$ cat src/rtl/bcd_quiz_pkg.sv
// bcd_quiz_pkg
// Shared types and constants for the BCD quiz round controller.
//   state_t       : round controller states
//   MODE_*        : operation select encodings on the mode input
//   BCD_MAX_DIGIT : largest legal BCD nibble
//   DEFAULT_LIMIT : seconds per question when difficulty is 0
//   sat_add8      : saturating score increment
//   limit_of      : difficulty -> seconds per question
package bcd_quiz_pkg;

    typedef enum logic [2:0] {
        IDLE   = 3'd0,
        FETCH  = 3'd1,
        ANSWER = 3'd2,
        CHECK  = 3'd3,
        DONE   = 3'd4
    } state_t;

    localparam logic [1:0] MODE_ADD = 2'b00;
    localparam logic [1:0] MODE_SUB = 2'b01;
    localparam logic [1:0] MODE_ALT = 2'b10;

    localparam logic [3:0] BCD_MAX_DIGIT = 4'd9;
    localparam logic [3:0] DEFAULT_LIMIT = 4'd15;

    // Score never wraps; it pins at 255.
    function automatic logic [7:0] sat_add8(input logic [7:0] v, input logic [1:0] inc);
        logic [8:0] s;
        s = {1'b0, v} + {7'd0, inc};
        return s[8] ? 8'hFF : s[7:0];
    endfunction

    function automatic logic [3:0] limit_of(input logic [3:0] d);
        return (d == 4'd0) ? DEFAULT_LIMIT : d;
    endfunction

endpackage

$ cat src/rtl/bcd_addsub_n.sv
// bcd_addsub_n
// Combinational N-digit BCD adder / subtractor with decimal carry/borrow.
//   a, b    : DIGITS-digit BCD operands
//   sub     : 1 = a - b (caller guarantees a >= b), 0 = a + b
//   result  : DIGITS+1 digit BCD result (top digit is the carry, 0 for subtract)
//   a_lt_b  : a < b, used by the caller to order subtract operands
module bcd_addsub_n
    import bcd_quiz_pkg::*;
#(
    parameter int DIGITS = 2
) (
    input  logic [4*DIGITS-1:0]     a,
    input  logic [4*DIGITS-1:0]     b,
    input  logic                    sub,
    output logic [4*(DIGITS+1)-1:0] result,
    output logic                    a_lt_b
);

    // cy is a carry for add and a borrow for subtract.
    logic [DIGITS:0]          cy;
    logic [DIGITS-1:0][3:0]   dig;

    assign cy[0] = 1'b0;

    genvar g;
    generate
        for (g = 0; g < DIGITS; g++) begin : g_dig
            logic [4:0] sum_raw;
            logic [4:0] dif_raw;
            logic       sum_cy;

            assign sum_raw = {1'b0, a[4*g +: 4]} + {1'b0, b[4*g +: 4]} + {4'd0, cy[g]};
            assign dif_raw = {1'b0, a[4*g +: 4]} - {1'b0, b[4*g +: 4]} - {4'd0, cy[g]};
            assign sum_cy  = (sum_raw > {1'b0, BCD_MAX_DIGIT});

            // +6 (mod 16) skips the six non-BCD codes on a decimal carry;
            // +10 (mod 16) folds a negative nibble back into 0..9 on a borrow.
            assign dig[g]  = sub ? (dif_raw[4] ? dif_raw[3:0] + 4'd10 : dif_raw[3:0])
                                 : (sum_cy     ? sum_raw[3:0] + 4'd6  : sum_raw[3:0]);
            assign cy[g+1] = sub ? dif_raw[4] : sum_cy;
        end
    endgenerate

    assign result = {(sub ? 4'd0 : {3'd0, cy[DIGITS]}), dig};

    // Packed BCD orders the same as binary, so a plain compare suffices.
    assign a_lt_b = (a < b);

endmodule

$ cat src/rtl/bcd_quiz_engine.sv
// bcd_quiz_engine
// Round controller for the BCD math game: fetches operands, times the
// player's digit-by-digit answer, checks it and keeps score over ROUNDS.
// Optional feature macro: BCD_QUIZ_STREAK_EN (bonus point on every third
// consecutive correct answer).
//   clk, reset            : clock, synchronous active-high reset
//   start                 : begin a game (honoured in IDLE only)
//   sec_tick              : one pulse per second
//   difficulty, mode      : seconds per question (0 -> 15), add/sub/alternate
//   rng_req/valid/a/b     : operand request handshake
//   digit_in, digit_load  : player answer digits, most significant first
//   op_a, op_b, op_sub    : operands and operation shown to the player
//   answer                : digits entered so far, right-aligned
//   time_left, round_num, score, busy : status
//   correct, wrong, bad_digit, game_done : one-cycle event pulses
module bcd_quiz_engine
    import bcd_quiz_pkg::*;
#(
    parameter int DIGITS = 2,
    parameter int ROUNDS = 10
) (
    input  logic                    clk,
    input  logic                    reset,
    input  logic                    start,
    input  logic                    sec_tick,
    input  logic [3:0]              difficulty,
    input  logic [1:0]              mode,
    output logic                    rng_req,
    input  logic                    rng_valid,
    input  logic [4*DIGITS-1:0]     rng_a,
    input  logic [4*DIGITS-1:0]     rng_b,
    input  logic [3:0]              digit_in,
    input  logic                    digit_load,
    output logic [4*DIGITS-1:0]     op_a,
    output logic [4*DIGITS-1:0]     op_b,
    output logic                    op_sub,
    output logic [4*(DIGITS+1)-1:0] answer,
    output logic [3:0]              time_left,
    output logic [7:0]              round_num,
    output logic [7:0]              score,
    output logic                    busy,
    output logic                    correct,
    output logic                    wrong,
    output logic                    bad_digit,
    output logic                    game_done
);

    localparam int             AW        = 4*(DIGITS+1);
    localparam int             CW        = $clog2(DIGITS+2);
    localparam logic [CW-1:0]  FULL_CNT  = CW'(DIGITS+1);
    localparam logic [CW-1:0]  LAST_CNT  = CW'(DIGITS);
    localparam logic [7:0]     ROUNDS_M1 = 8'(ROUNDS-1);

    state_t          state;
    logic [CW-1:0]   cnt;

    logic [4*DIGITS-1:0] au_a;
    logic [4*DIGITS-1:0] au_b;
    logic [AW-1:0]       au_result;
    logic                au_a_lt_b;

    logic sub_next;
    logic digit_ok;
    logic last_digit;
    logic timeout;
    logic match;
    logic [1:0] score_inc;

    // One arithmetic unit serves both phases: in FETCH it compares the raw
    // RNG operands for the swap, afterwards it computes the expected result
    // from the latched operands.
    assign au_a = (state == FETCH) ? rng_a : op_a;
    assign au_b = (state == FETCH) ? rng_b : op_b;

    bcd_addsub_n #(.DIGITS(DIGITS)) u_addsub (
        .a      (au_a),
        .b      (au_b),
        .sub    (op_sub),
        .result (au_result),
        .a_lt_b (au_a_lt_b)
    );

    always_comb begin
        sub_next = 1'b0;
        case (mode)
            MODE_SUB: sub_next = 1'b1;
            MODE_ALT: sub_next = round_num[0];
            default:  sub_next = 1'b0;
        endcase
    end

    assign digit_ok   = digit_load && (digit_in <= BCD_MAX_DIGIT);
    // The final digit beats a coincident timeout tick.
    assign last_digit = digit_ok && (cnt == LAST_CNT);
    assign timeout    = sec_tick && (time_left == 4'd1);
    assign match      = (cnt == FULL_CNT) && (answer == au_result);

`ifdef BCD_QUIZ_STREAK_EN
    logic [1:0] streak;
    // Two correct already in a row: this one is the third and earns a bonus.
    assign score_inc = (streak == 2'd2) ? 2'd2 : 2'd1;
`else
    assign score_inc = 2'd1;
`endif

    always_ff @(posedge clk) begin
        if (reset) begin
            state     <= IDLE;
            cnt       <= '0;
            rng_req   <= 1'b0;
            op_a      <= '0;
            op_b      <= '0;
            op_sub    <= 1'b0;
            answer    <= '0;
            time_left <= 4'd0;
            round_num <= 8'd0;
            score     <= 8'd0;
            busy      <= 1'b0;
            correct   <= 1'b0;
            wrong     <= 1'b0;
            bad_digit <= 1'b0;
            game_done <= 1'b0;
`ifdef BCD_QUIZ_STREAK_EN
            streak    <= 2'd0;
`endif
        end else begin
            correct   <= 1'b0;
            wrong     <= 1'b0;
            bad_digit <= 1'b0;
            game_done <= 1'b0;

            case (state)
                IDLE: begin
                    if (start) begin
                        state     <= FETCH;
                        rng_req   <= 1'b1;
                        busy      <= 1'b1;
                        score     <= 8'd0;
                        round_num <= 8'd0;
`ifdef BCD_QUIZ_STREAK_EN
                        streak    <= 2'd0;
`endif
                    end
                end

                FETCH: begin
                    if (rng_valid) begin
                        // Subtract always presents the larger operand first
                        // so the player never sees a negative result.
                        if (sub_next && au_a_lt_b) begin
                            op_a <= rng_b;
                            op_b <= rng_a;
                        end else begin
                            op_a <= rng_a;
                            op_b <= rng_b;
                        end
                        op_sub    <= sub_next;
                        answer    <= '0;
                        cnt       <= '0;
                        time_left <= limit_of(difficulty);
                        rng_req   <= 1'b0;
                        state     <= ANSWER;
                    end
                end

                ANSWER: begin
                    if (digit_load && !digit_ok)
                        bad_digit <= 1'b1;
                    if (digit_ok) begin
                        answer <= {answer[AW-5:0], digit_in};
                        cnt    <= cnt + CW'(1);
                    end
                    if (sec_tick)
                        time_left <= time_left - 4'd1;
                    if (last_digit || timeout)
                        state <= CHECK;
                end

                CHECK: begin
                    if (match) begin
                        correct <= 1'b1;
                        score   <= sat_add8(score, score_inc);
`ifdef BCD_QUIZ_STREAK_EN
                        streak  <= (streak == 2'd2) ? 2'd0 : streak + 2'd1;
`endif
                    end else begin
                        wrong   <= 1'b1;
`ifdef BCD_QUIZ_STREAK_EN
                        streak  <= 2'd0;
`endif
                    end
                    round_num <= round_num + 8'd1;
                    if (round_num < ROUNDS_M1) begin
                        state   <= FETCH;
                        rng_req <= 1'b1;
                    end else begin
                        state     <= DONE;
                        game_done <= 1'b1;
                    end
                end

                DONE: begin
                    state <= IDLE;
                    busy  <= 1'b0;
                end

                default: begin
                    state <= IDLE;
                    busy  <= 1'b0;
                end
            endcase
        end
    end

endmodule

$ cat config.mk
export PLATFORM = sky130hd
export DESIGN_NAME = bcd_quiz_engine
export DESIGN_NICKNAME = d
export VERILOG_FILES = /design/src/rtl/bcd_quiz_pkg.sv /design/src/rtl/bcd_addsub_n.sv /design/src/rtl/bcd_quiz_engine.sv
export SDC_FILE = /design/constraint.sdc
export NUM_CORES = 1
export LEC_CHECK = 0
export ABC_AREA = 1
export CORE_UTILIZATION = 35
export CTS_BUF_LIST = sky130_fd_sc_hd__clkbuf_8
export DETAILED_ROUTE_END_ITERATION = 7
export PLACE_DENSITY = 0.56
export SYNTH_ARGS = -nofsm -noshare
export SYNTH_HDL_FRONTEND = slang
export SYNTH_SLANG_ARGS = --single-unit
$ cat constraint.sdc
create_clock -name clk -period 12.2 [get_ports clk]
set_clock_uncertainty 0.05 [all_clocks]
set_input_delay 3.05 -clock clk [delete_from_list [all_inputs] [get_ports clk]]
set_output_delay 3.05 -clock clk [all_outputs]
set_load 0.01 [all_outputs]
Word-level counts from Yosys, hierarchy flattened
Index checks and enable logic that the tools add are counted.
{"block": "totals", "reg_bits": 60, "inputBits": 32, "out_inout_bits": 55}
{"block": "classes", "add_sub_neg": 14, "order_cmp": 5, "eq_ne": 16, "mux": 42, "bitwise": 3, "reduce_logical": 24}
{"cell": "8-bit 2-to-1 mux", "count": 7}
{"cell": "4-bit 2-to-1 mux", "count": 9}
{"cell": "8-bit case mux with 2 select lines", "count": 2}
{"cell": "12-bit 2-to-1 mux", "count": 2}
{"cell": "12-bit case mux with 2 select lines", "count": 1}
{"cell": "2-bit != test, second input constant", "count": 7}
{"cell": "12-bit == test", "count": 1}
{"cell": "3-bit 2-to-1 mux", "count": 4}
{"cell": "3-bit case mux with 4 select lines", "count": 1}
{"cell": "3-bit AND reduction", "count": 4}
{"cell": "4-bit by 4-bit adder with 5-bit output", "count": 2}
{"cell": "5-bit by 4-bit greater-than comparator with 1-bit output, second input constant", "count": 2}
{"cell": "4-bit by 4-bit subtractor with 5-bit output", "count": 2}
{"cell": "8-bit by 1-bit adder with 9-bit output, second input constant", "count": 1}
{"cell": "1-bit 2-to-1 mux", "count": 9}
{"cell": "4-bit by 3-bit adder with 4-bit output, second input constant", "count": 2}
{"cell": "4-bit adder, second input constant", "count": 2}
{"cell": "8-bit by 1-bit adder with 8-bit output, second input constant", "count": 1}
{"cell": "8-bit by 4-bit < comparator with 1-bit output, second input constant", "count": 1}
{"cell": "8-bit < comparator", "count": 1}
{"cell": "4-bit case mux with 2 select lines", "count": 1}
{"cell": "2-bit == test, second input constant", "count": 3}
{"cell": "3-bit by 2-bit == test with 1-bit output, second input constant", "count": 2}
{"cell": "1-bit logical AND", "count": 6}
{"cell": "other kinds (23)", "count": 31}

Longest topological paths before layout
{"block": "logic_depth", "ltp_word": 13, "ltp_mapped": 47, "mapped_depth_nobuf": 45}

Modules after synthesis
A second synthesis with hierarchy kept.
{"block": "unflattened", "hier_cells": 720, "area_unflattened_um2": 4699.5}
{"module": "bcd_quiz_engine", "n_inst": 1, "cells_per_inst": 529, "area_each_um2": 3487.1, "seq_area_each_um2": 1201.2}
{"module": "bcd_addsub_n", "n_inst": 1, "cells_per_inst": 191, "area_each_um2": 1212.4, "seq_area_each_um2": 0.0}

Worst setup path after synthesis
Ideal clock, no wire load.
{"block": "synth_path", "path_type": "input to register", "from": "in rng_b[1]", "to": "reg score[6]", "setup_ns": 0.112, "arrival_time_ns": 7.437, "required_time_ns": 12.038, "path_slack_ns": 4.601, "path_stages": 35, "path_buffers": 1, "cell_sequence": "inv_1 > o21ai_0 > inv_1 > fa_1 > ha_1 > a21boi_1 > a21oi_2 > nand2_2 > nand2_4 > nand2_1 > o21ai_0 > inv_1 > fa_1 > inv_1 > fa_1 > inv_1 > ha_1 > inv_1 > o21ai_0 > nand2_1 > inv_1 > nand2_2 > nand2_4 > nand2_1 > nand2_1 > nand2_1 > nor2_2 > nand2_1 > nor2_1 > nand4_2 > nand2_4 > buf_12 > nand2_2 > nand2_2 > nor2_2"}
{"block": "synth_between", "elab_chain_cells": 12}
{"item": "start, declared", "line": "bcd_quiz_engine.sv:31", "rtl": "input logic [4*DIGITS-1:0] rng_b,"}
{"item": "8-bit 2-to-1 mux (*)", "line": "bcd_quiz_engine.sv:73", "rtl": "assign au_b = (state == FETCH) ? rng_b : op_b;"}
{"item": "4-bit by 4-bit adder with 5-bit output", "line": "bcd_addsub_n.sv:32", "rtl": "assign sum_raw = {1'b0, a[4*g +: 4]} + {1'b0, b[4*g +: 4]} + {4'd0, cy[g]};"}
{"item": "5-bit by 4-bit greater-than comparator with 1-bit output", "line": "bcd_addsub_n.sv:34", "rtl": "assign sum_cy = (sum_raw > {1'b0, BCD_MAX_DIGIT});"}
{"item": "1-bit 2-to-1 mux", "line": "bcd_addsub_n.sv:40", "rtl": "assign cy[g+1] = sub ? dif_raw[4] : sum_cy;"}
{"item": "5-bit by 1-bit adder with 5-bit output / 5-bit by 1-bit subtractor with 5-bit output (equally long branches)", "line": "bcd_addsub_n.sv:32, bcd_addsub_n.sv:33"}
{"item": "4-bit by 3-bit adder with 4-bit output (tied with other cells)", "line": "bcd_addsub_n.sv:39", "rtl": ": (sum_cy ? sum_raw[3:0] + 4'd6 : sum_raw[3:0]);"}
{"item": "4-bit 2-to-1 mux (on tied branches)", "line": "bcd_addsub_n.sv:39, bcd_addsub_n.sv:38"}
{"item": "4-bit 2-to-1 mux", "line": "bcd_addsub_n.sv:38", "rtl": "assign dig[g] = sub ? (dif_raw[4] ? dif_raw[3:0] + 4'd10 : dif_raw[3:0])"}
{"item": "12-bit == test (*)", "line": "bcd_quiz_engine.sv:96", "rtl": "assign match = (cnt == FULL_CNT) && (answer == au_result);"}
{"item": "1-bit logical AND (*)", "line": "bcd_quiz_engine.sv:96"}
{"item": "2-bit != test (no line) (*)"}
{"item": "3-bit AND reduction (no line) (*)"}
{"item": "end signal, assigned", "line": "bcd_quiz_engine.sv:182", "rtl": "score <= sat_add8(score, score_inc);"}
{"item": "end, declared", "line": "bcd_quiz_engine.sv:40", "rtl": "output logic [7:0] score,"}
Every way passes the cells marked *; elsewhere a longest branch is shown, timed or not.
A chain may end at the register's enable or synchronous reset.

Worst setup path in the final report
{"block": "layout_path", "from": "in rng_b[1]", "to": "reg score[0]"}
Same word-level chain as after synthesis.

==> metrics <==
Buffers on Ports 86; design area 0.005704 mm^2; DRT Wirelength 12320 um; Mapped Area 0.004488 mm^2; Ant. Diodes 0; Layout area overhead 27.10%; VDD IR max 0.1002 mV; Worst setup EP type register; clk slew on worst S/H paths 70 ps; CP Launch Type input port; Static Leak 2.445 nW; flop-to-flop setup slack 5390 ps; iteration count of the initial detailed-routing pass 4; Worst EP required 12410 ps; setup bufs post-CTS 0; Crit path largest cell delay 460 ps; H-tree levels 3; Post-synth EDFFs 0; Most used DFF post-synth dfxtp_1; f_max 0.1214 GHz; Worst Setup SP rng_b[1]; Clock Latency Late Sink 370 ps; Remaining DRCs 0; die footprint 0.01328 mm^2; Setup CP Type input port to register; nets 807; Ports 87; clock sinks 60; vias in the first global route 4310; dpl hpwl 9309 um; worst flop-to-flop path startpoint state[2]; Crit path max-delay family simple AND/OR/NAND/NOR gates; row count 41; Final ANT Viol Nets 0; Final Hold Viols 0; Buf+Inv Stages, Crit Path 8; number of DRC violations after detailed-routing iteration 0 275; commonest cells after routing, fill and taps aside 132 x nand2_1, 89 x inv_1, 86 x clkdlybuf4s50_1; vias post-DR 4520; RSZ-0062 raised after global routing no; initial antenna violation count 0; PostCTS Resize Cnt 0; Yosys Warn Count 0; CTS max path bufs 2; CP Capture Point score[0]; worst slew pin tran 947.3 ps; most common cell after layout, fill and taps aside nand2_1; max-slew violations 0; synthesized instance count 657; synthesized net count 729; synth unique cells 48; crit-path max FO 16; GRT Total Usage 0.1971; Setup TNS Final 0 ps; first-pass GRT wire length 20510 um; worst path arrival time 8450 ps; filler cell count 1288; cell mode on critical path nand2_1; clk root buf clkbuf_8; Power Total 1.630 mW; fraction of layout cells with a size suffix above 1 0.09608; residual overflow from global routing 0; Die Y 115.2 um; Final setup viols 0; slowest CP cell clkdlybuf4s50_1; Crit path depth 37; via/cell ratio 4.962; sequential share of the synthesized area 0.2676; worst relative slew slack 0.3669; pwr dens 285.7 mW/mm^2; largest net degree at the start of global routing 38; fin crit share 0.6754; Chip Width 115.2 um; WL per Instance 13.52 um; Post-DP Area 0.005470 mm^2; FFs w/ async S/R, synth 0; hold_buf cts 0; synthesized flop and latch total 60; Hold WC Path Type register to register; synthesized area per cell 6.831 um^2; Starting Density 0.3571; CTS tree yes; Worst R2R Path Depth 39; status finished, final reports clean; Max Cap Viol 0; time the worst path needs with I/O delays and setup 8240 ps; Core Region 0.01257 mm^2; r2r endpoint score[0]; GPL Wtd Cong 0.8448; total CTS buffers 9
## metal layers
layer  up-vias  wire (um)  global-route usage
li1       2316          -                   -
met1      2078       6174              0.2623
met2       108       5380              0.3100
met3        18        576             0.04217
met4         0        187             0.07879
met5         -          0                   0
## synthesized netlist by cell type (4+ instances only)
master      n  share of area
nand2_1   132           0.11
inv_1      89          0.074
dfxtp_1    60           0.27
a21oi_1    58          0.065
nand3_1    53          0.059
o21ai_0    53          0.059
ha_1       34          0.095
nor2_1     33          0.028
nor2_2     18          0.025
clkbuf_1   16          0.013
xor2_1     12          0.023
nand2_2     8          0.011
nor3_1      8         0.0089
a211oi_1    7          0.012
o211ai_1    7          0.012
or2_2       7         0.0098
fa_1        6          0.027
a21oi_2     5         0.0098
a31oi_1     5         0.0070
inv_2       4         0.0033
nand3_2     4         0.0089
nand3b_1    4         0.0067
nand4_1     4         0.0056
## logic make-up (layout without fill, tap and decap cells)
| kind of cell | Yosys count | count (layout) | synth area share |
|---|---|---|---|
| XOR/XNOR | 12 | 12 | 0.02342 |
| buffers and inverters | 116 | 198 | 0.1040 |
| adder cells (fa/ha/maj) | 40 | 40 | 0.1216 |
| AO/OA/AOI/OAI | 146 | 146 | 0.1862 |
| AND/OR/NAND/NOR | 283 | 283 | 0.2972 |
| flip-flops | 60 | 60 | 0.2676 |
## registers in the layout (all words and copies together), names as in the netlist, 2 cells and up
name and flops:
answer 12, cnt 2, op_a 8, op_b 8, round_num 8, score 8, state 3, time_left 4
## stage by stage
step	std cells	setup WS, ps	utilization	hold slack, ps
6_report	911	3960	0.4539	432.3
5_1_grt	911	3398	0.4539	450.7
4_1_cts	911	3951	0.4539	433.7
3_5_place_dp	896	3567	0.4352	422.4
3_3_place_gp	896	3788	0.4352	417.7
2_1_floorplan	657	4601	-	431.6
## worst min-delay path, stage by stage (launching register included)
cell and delay [ps]:
dfxtp_1 320, nand2_1 60, a21oi_1 50
## layout make-up
type                    instances  area, um^2  share of cell area
clock buffers                  12       165.2             0.02895
clock inverters                 3       68.82             0.01206
inverters                      95       357.8             0.06273
multi-input cells             481        2820              0.4944
flip-flops and latches         60        1201              0.2106
well taps                     172       215.2             0.03773
repair buffers                 88       875.8              0.1535
## report_power, final
group | internal (mW) | switching, mW | total [mW]
sequential | 0.235 | 0.0467 | 0.282
combinational | 0.433 | 0.698 | 1.13
clock | 0.131 | 0.0857 | 0.217
## how the worst min path moves through the flow
| stage | startpoint | endpoint | slack, ps | cells past startpoint |
|---|---|---|---|---|
| after floorplan | cnt[0] | cnt[0] | 430 | 2 |
| after CTS | round_num[7] | round_num[7] | 430 | 2 |
| after global routing | round_num[7] | round_num[7] | 450 | 2 |
| final | round_num[7] | round_num[7] | 430 | 2 |
| after detailed placement | round_num[7] | round_num[7] | 420 | 2 |
| after global placement | round_num[7] | round_num[7] | 420 | 2 |
No activity file was read; power rests on OpenSTA's default activity.
